===== src/rtl/uart_tx_frame.sv =====
// UART transmit framer: start, LSB-first data, optional parity, stop; PreScale clocks per bit.
// Optional second stop bit (Two_Stop input) when UART_TX_TWO_STOP_EN is defined.
module uart_tx_frame #(
    parameter int unsigned DATA_WIDTH = 8
) (
    input  logic                  CLK,
    input  logic                  RST,
    input  logic [DATA_WIDTH-1:0] P_DATA,
    input  logic                  Data_Valid,
    input  logic                  PAR_EN,
    input  logic                  PAR_TYP,
    input  logic [5:0]            PreScale,
`ifdef UART_TX_TWO_STOP_EN
    input  logic                  Two_Stop,
`endif
    output logic                  TX_OUT,
    output logic                  Busy
);

    localparam int unsigned IDX_W   = (DATA_WIDTH > 1) ? $clog2(DATA_WIDTH) : 1;
    localparam int unsigned PS_W    = 6;
    localparam logic [IDX_W-1:0] LAST_IDX = IDX_W'(DATA_WIDTH - 1);
    localparam logic [PS_W-1:0]  MIN_PS   = PS_W'(4);

    typedef enum logic [2:0] {
        IDLE   = 3'd0,
        START  = 3'd1,
        DATA   = 3'd2,
        PARITY = 3'd3,
        STOP   = 3'd4
    } state_t;

    state_t                state_q, state_d;
    logic [PS_W-1:0]       cnt_q, cnt_d;
    logic [IDX_W-1:0]      idx_q, idx_d;
    logic [DATA_WIDTH-1:0] data_q, data_d;
    logic                  par_en_q, par_en_d;
    logic                  par_typ_q, par_typ_d;
    logic [PS_W-1:0]       ps_q, ps_d;
    logic                  two_stop_q, two_stop_d;
    logic                  tx_q, tx_d;
    logic                  busy_q, busy_d;
    logic                  bit_end_c;
    logic                  two_stop_in_c;

`ifdef UART_TX_TWO_STOP_EN
    assign two_stop_in_c = Two_Stop;
`else
    assign two_stop_in_c = 1'b0;
`endif

    assign bit_end_c = (cnt_q == (ps_q - PS_W'(1)));
    assign TX_OUT    = tx_q;
    assign Busy      = busy_q;

    // State and datapath registers
    always_ff @(posedge CLK) begin
        if (RST) begin
            state_q    <= IDLE;
            cnt_q      <= '0;
            idx_q      <= '0;
            data_q     <= '0;
            par_en_q   <= 1'b0;
            par_typ_q  <= 1'b0;
            ps_q       <= '0;
            two_stop_q <= 1'b0;
            tx_q       <= 1'b1;
            busy_q     <= 1'b0;
        end else begin
            state_q    <= state_d;
            cnt_q      <= cnt_d;
            idx_q      <= idx_d;
            data_q     <= data_d;
            par_en_q   <= par_en_d;
            par_typ_q  <= par_typ_d;
            ps_q       <= ps_d;
            two_stop_q <= two_stop_d;
            tx_q       <= tx_d;
            busy_q     <= busy_d;
        end
    end

    // Next-state, bit counter and bit index
    always_comb begin
        state_d    = state_q;
        cnt_d      = cnt_q;
        idx_d      = idx_q;
        data_d     = data_q;
        par_en_d   = par_en_q;
        par_typ_d  = par_typ_q;
        ps_d       = ps_q;
        two_stop_d = two_stop_q;
        unique case (state_q)
            IDLE: begin
                if (Data_Valid) begin
                    state_d    = START;
                    cnt_d      = '0;
                    idx_d      = '0;
                    data_d     = P_DATA;
                    par_en_d   = PAR_EN;
                    par_typ_d  = PAR_TYP;
                    ps_d       = (PreScale < MIN_PS) ? MIN_PS : PreScale;
                    two_stop_d = two_stop_in_c;
                end
            end
            START: begin
                cnt_d = bit_end_c ? '0 : cnt_q + PS_W'(1);
                if (bit_end_c) begin
                    state_d = DATA;
                    idx_d   = '0;
                end
            end
            DATA: begin
                cnt_d = bit_end_c ? '0 : cnt_q + PS_W'(1);
                if (bit_end_c) begin
                    if (idx_q == LAST_IDX) begin
                        idx_d   = '0;
                        state_d = par_en_q ? PARITY : STOP;
                    end else begin
                        idx_d = idx_q + IDX_W'(1);
                    end
                end
            end
            PARITY: begin
                cnt_d = bit_end_c ? '0 : cnt_q + PS_W'(1);
                if (bit_end_c) begin
                    state_d = STOP;
                    idx_d   = '0;
                end
            end
            STOP: begin
                cnt_d = bit_end_c ? '0 : cnt_q + PS_W'(1);
                // idx counts stop bits so the two-stop option reuses the same counters
                if (bit_end_c) begin
                    if (two_stop_q && (idx_q == '0)) begin
                        idx_d = IDX_W'(1);
                    end else begin
                        idx_d   = '0;
                        state_d = IDLE;
                    end
                end
            end
            default: state_d = IDLE;
        endcase
    end

    // Registered line level and busy derived from the upcoming state
    always_comb begin
        tx_d   = 1'b1;
        busy_d = (state_d != IDLE);
        unique case (state_d)
            START:   tx_d = 1'b0;
            DATA:    tx_d = data_q[idx_d];
            PARITY:  tx_d = (^data_q) ^ par_typ_q;
            default: tx_d = 1'b1;
        endcase
    end

endmodule


===== config.mk =====
export PLATFORM = sky130hd
export DESIGN_NAME = uart_tx_frame
export DESIGN_NICKNAME = d
export VERILOG_FILES = /design/src/rtl/uart_tx_frame.sv
export SDC_FILE = /design/constraint.sdc
export NUM_CORES = 1
export LEC_CHECK = 0
export ABC_AREA = 1
export BUFFER_PORTS_ARGS = -buffer_cell sky130_fd_sc_hd__buf_2
export CAP_MARGIN = 10
export CORE_MARGIN = 2
export CORE_UTILIZATION = 30
export CTS_BUF_LIST = sky130_fd_sc_hd__clkbuf_8
export DETAILED_ROUTE_END_ITERATION = 7
export PLACE_DENSITY = 0.5
export SYNTH_ARGS = -nofsm -noshare
export SYNTH_HDL_FRONTEND = slang
export SYNTH_SLANG_ARGS = --single-unit

===== constraint.sdc =====
create_clock -name CLK -period 1.9 [get_ports CLK]
set_clock_uncertainty 0.2 [all_clocks]
set_input_delay 0.19 -clock CLK [delete_from_list [all_inputs] [get_ports CLK]]
set_output_delay 0.19 -clock CLK [all_outputs]
set_load 0.01 [all_outputs]

# ---- Word-level counts from Yosys, hierarchy flattened
# Cells that the tools add are included.
dict set report totals {
  wordCells 53
  out_inout_bits 2
  reg_bits 30
  input_bits 19
}
dict set report op_classes {
  magnitude_cmp 2
  reduce_logical 8
  n_bitwise 1
  muxes 20
  add_sub_neg 3
  n_eq_ne 10
}
# cell n
set op_table {}
lappend op_table {{$mux 3} 11}
lappend op_table {{$mux 6} 3}
lappend op_table {{$pmux 3 s5} 1}
lappend op_table {{$eq 3x2->1 const B} 4}
lappend op_table {{$pmux 6 s2} 1}
lappend op_table {{$pmux 3 s3} 1}
lappend op_table {{$reduce_xor 8->1} 1}
lappend op_table {{$add 6x1->6 const B} 1}
lappend op_table {{$eq 3x1->1 const B} 2}
lappend op_table {{$eq 3x3->1 const B} 2}
lappend op_table {{$eq 6x6->1} 1}
lappend op_table {{$lt 6x3->1 const B} 1}
lappend op_table {{$sub 6x1->6 const B} 1}
lappend op_table {{$lt 3x4->1 const B} 1}
lappend op_table {{$reduce_and 2->1} 2}
lappend op_table {{$reduce_or 4->1} 1}
lappend op_table {{$add 3x1->3 const B} 1}
lappend op_table {{$bmux 1 s3} 1}
lappend op_table {{$logic_not 3->1} 1}
lappend op_table {{$pmux 1 s3} 1}
lappend op_table {{$reduce_bool 3->1} 1}
lappend op_table {{$reduce_or 3->1} 1}
lappend op_table {{$ne 2x2->1 const B} 1}
lappend op_table {{$reduce_bool 2->1} 1}
lappend op_table {{2 further kinds} 2}

# ---- Longest topological paths before layout
dict set report logic_depth {
  ltp_word 7
  depth_mapped 18
  ltp_nobuf 18
}

# ---- Worst setup path after synthesis
# Ideal clock, no wire load.
dict set report synth_path {
  path_kind {flip-flop to flip-flop}
  startpoint {reg ps_q[0]}
  endpoint {reg tx_q (netlist: TX_OUT)}
  path_buffers 0
  setup_time_ns 0.113
  t_arrival_ns 1.775
  slack_ns -0.188
  path_stages_with_launch 18
  synth_period_minus_slack_ns 2.088
  required_time_ns 1.587
  path_cell_list {dfxtp_1 > inv_2 > ha_1 > inv_1 > nand2_1 > nand2_1 > nor2_4 > nand2_2 > nor2_4 > nand3_4 > nand2_4 > nand2_4 > nand2_4 > nand3_1 > nand3_1 > nand3_1 > nand3_1 > nand2_1}
}
dict set report synth_via {
  elab_chain_len 7
  word_cells_on_any_way 16
  classes_between {add/sub (1); eq/ne (4); mux (11)}
}
# item line_no
set synth_lines {}
lappend synth_lines {{start, declared} 39} ;# logic [PS_W-1:0] ps_q, ps_d;
lappend synth_lines {{start signal, assigned} 76} ;# ps_q <= ps_d;
lappend synth_lines {{$sub 6x1->6 *} 52} ;# assign bit_end_c = (cnt_q == (ps_q - PS_W'(1)));
lappend synth_lines {{$eq 6x6->1 *} 52}
lappend synth_lines {{$mux 3, on equally long branches} {134, 115}}
lappend synth_lines {{$pmux 3 s3} 93} ;# unique case (state_q)
lappend synth_lines {{$bmux 1 s3} 153} ;# DATA: tx_d = data_q[idx_d];
lappend synth_lines {{$mux 1 (implied by the code)} 153}
lappend synth_lines {{$pmux 1 s3 *} 151} ;# unique case (state_d)
lappend synth_lines {{end signal, assigned} 78} ;# tx_q <= tx_d;
lappend synth_lines {{end, declared} 41} ;# logic tx_q, tx_d;
# Mark *: on every way between the ends. The rest lies on a longest branch, timed or not. The select of a mux whose other input is x is not followed.
# A chain may end at the register's enable or synchronous reset.

# ---- Final worst setup path
dict set report layout_path {
  startpoint {reg ps_q[0]}
  endpoint {reg busy_q (netlist: Busy)}
}
dict set report layout_via {
  elab_chain_len 5
  word_cells_on_any_way 8
  classes_between {add/sub (1); eq/ne (1); mux (5); reduce/logical (1)}
}
# item line_no
set layout_lines {}
lappend layout_lines {{$sub 6x1->6 *} 52}
lappend layout_lines {{$eq 6x6->1 *} 52}
lappend layout_lines {{$mux 3, on equally long branches} --}
lappend layout_lines {{$pmux 3 s5 *} 93}
lappend layout_lines {{$reduce_bool 3->1 *} 150} ;# busy_d = (state_d != IDLE);
lappend layout_lines {{end signal, assigned} 79} ;# busy_q <= busy_d;
lappend layout_lines {{end, declared} 42} ;# logic busy_q, busy_d;
# Mark *: on every way between the ends. The rest lies on a longest branch, timed or not.

==> metrics <==
Worst slew margin 82.8%; placed cell areas 2190 µm²; wire length of the first global-routing pass 7070 µm; WP data arrival 2160 ps; DRC 0; CTS Buffer Depth 2; register area 603 µm²; total gr overflow 0; core area 5610 µm²; status complete, but fails checks; Clock Sinks 30; Synth top area share 34.0%; Final Cell Area 2570 µm²; leakage power 1.19 nW; min cycle time layout 2190 ps; Syn Inst Count 256; Hold Path Class in2reg; number of I/O port buffers 20; Tightest Pin Transition 257 ps; Initial DRC Count 73; die width 80.7 µm; RSZ-0062 raised after global routing yes; CTS clock-pin slew for the worst setup and hold paths 60 ps; Final Net Count 345; achievable clock frequency 0.456 GHz; Cell variety after synth 34; synthesis-to-finish area growth 45.8%; Pins Over Slew Limit 0; Power Dens Cells 653 nW/µm²; initial antenna violation count 0; Synth area leaders dfxtp_1, nand2_1, inv_1; Worst-Skew Late Latency 270 ps; Setup WS pre-CTS -236 ps; Final Util 45.9%; Setup CP Type reg2reg; die area 6510 µm²; Initial Utilization 31.5%; CTS Buf Count 5; DR WL/cell 10.9 µm; Tot GR Track Use 14.0%; multi-input logic area 1160 µm²; final wirelength 4280 µm; failing checks setup timing; final weighted congestion in routability-driven placement 0.828; vias in the first global route 1620; Crit path required time 1860 ps; Via Count 1744; layout cell share with drive strength beyond 1 38.9%; critical path peak fanout 6; clock root buffer clkbuf_8; post-DR vias/cell 4.44; std cell rows 27; fillers 601; Worst Setup End Kind flop; H-Tree Depth 2; Synth area leader dfxtp_1; syn nets 279; Setup crit start kind flop; Peak VDD IR 0.480 mV; MaxCap Viol Count 0; fin worst setup slack -294 ps; DRT Pass-1 Iters 4; I/O Pins 21; Die H 80.7 µm; post-DP HPWL 3170 µm; Fin. Hold Viols 0; largest net degree at the start of global routing 28; register area share after synthesis 34.0%; final-report setup violation count 11; remaining antenna violation count 0; period utilization 115%; CTS tree yes; Syn Area/Cell 6.89 µm²; FF+latch count, synth 30; Mapped Area 1760 µm²; Synth warnings 0; Antenna diodes 0
==> final cells by class <==
| type | count | area share, % |
|---|---|---|
| Multi-Input combinational cell | 180 | 45.2 |
| Sequential cell | 30 | 23.4 |
| Timing Repair Buffer | 63 | 18.2 |
| Inverter | 42 | 6.42 |
| Tap cell | 72 | 3.50 |
| Clock buffer | 6 | 3.21 |
==> cell usage in the layout (no fill, tap or decap), drive strengths merged, types with 9 or more instances in the layout <==
master       count
a21oi           22
o21ai           24
nor2            28
nand2           58
dfxtp           30
dlygate4sd3      9
nand3           21
inv             41
buf             54
==> cells in the mapped netlist <==
cell and n:
nor3_1 1, ha_1 4, o21a_1 1, or4_1 1, nand4_1 1, a21oi_2 1, nand3_1 19, dfxtp_1 30
inv_1 32, o31ai_1 1, inv_2 8, nand3b_1 1, clkinv_1 1, a31oi_1 1, nand2_1 49, a22oi_1 1
nor2_2 2, nand3_2 1, a21oi_1 21, nand2_2 4, xnor2_1 6, o21ai_0 19, clkbuf_1 4, nand2_4 5
or2_1 1, xor2_1 5, o2111ai_1 1, a211oi_1 2, o21ai_2 1, o21ai_1 4, nor2_1 23, nor2_4 3
nand3_4 1, clkinv_2 1
==> per-stage QoR <==
stage               power [mW]  setup TNS, ps  instances  hold slack [ps]
floorplan                0.993           -156        256              125
global placement          1.14           -813        373              209
detailed placement        1.14          -1030        373              219
CTS                       1.67           -909        390             3.41
global route              1.80          -2500        393             17.5
finish                    1.68          -1310        393             2.50
==> power breakdown <==
group,switching (mW),internal [mW]
clock network,0.217,0.279
registers,0.0327,0.674
logic,0.259,0.219
==> kinds of logic after synthesis <==
kind of cell	after synthesis	share of synthesized area, %
AOI/OAI and AO/OA	53	16.5
xor gates and xnor gates	11	5.46
adders and majority gates	4	2.84
buffers and inverters	46	9.86
DFF	30	34.0
and+or+nand+nor	112	31.3
==> worst max-delay path, cell delays in order, from the launching register on <==
cell,delay [ps]
dfxtp_2,350
inv_4,40
ha_4,260
inv_2,30
nand2_2,40
nand2_2,50
nor2_4,70
nand2_2,60
nor2_4,130
nand3_4,140
buf_6,160
a22oi_2,150
o21ai_2,80
nand2_1,80
inv_2,30
or2_1,190
==> registers in the layout, summed over array words and instances (netlist names) <==
register and flops:
idx_q 3, par_en_q 1, cnt_q 6, state_q 3, par_typ_q 1, TX_OUT 1, ps_q 6, data_q 8
Busy 1
==> metal layers <==
metal / vias to the layer above / global-route usage (%) / wire length [µm]
met5: - / 0 / 0
met2: 22 / 22.4 / 1940
met4: 0 / 4.07 / 46
li1: 949 / - / -
met3: 6 / 3.82 / 123
met1: 767 / 18.3 / 2170
==> path summary, 6_finish.rpt <==
path	slack [ps]	to	depth (start not counted)	startpoint
worst max-delay path	-290	Busy	15	ps_q[0]
worst min register to register	300	data_q[0]	2	data_q[0]
worst min-delay path	2	data_q[2]	3	P_DATA[2]
worst max register to register	-290	Busy	15	ps_q[0]
==> timing repair <==
action                                  in CTS  in global routing
buffers inserted                             2                  3
cloned                                       0                  0
endpoints found under the setup margin      10                 13
gates resized for setup                      8                 39
pin swaps                                    3                 18
hold buffers                                 9                  0
hold endpoints to repair                     9                  0
(Power assumes the default switching activity.)
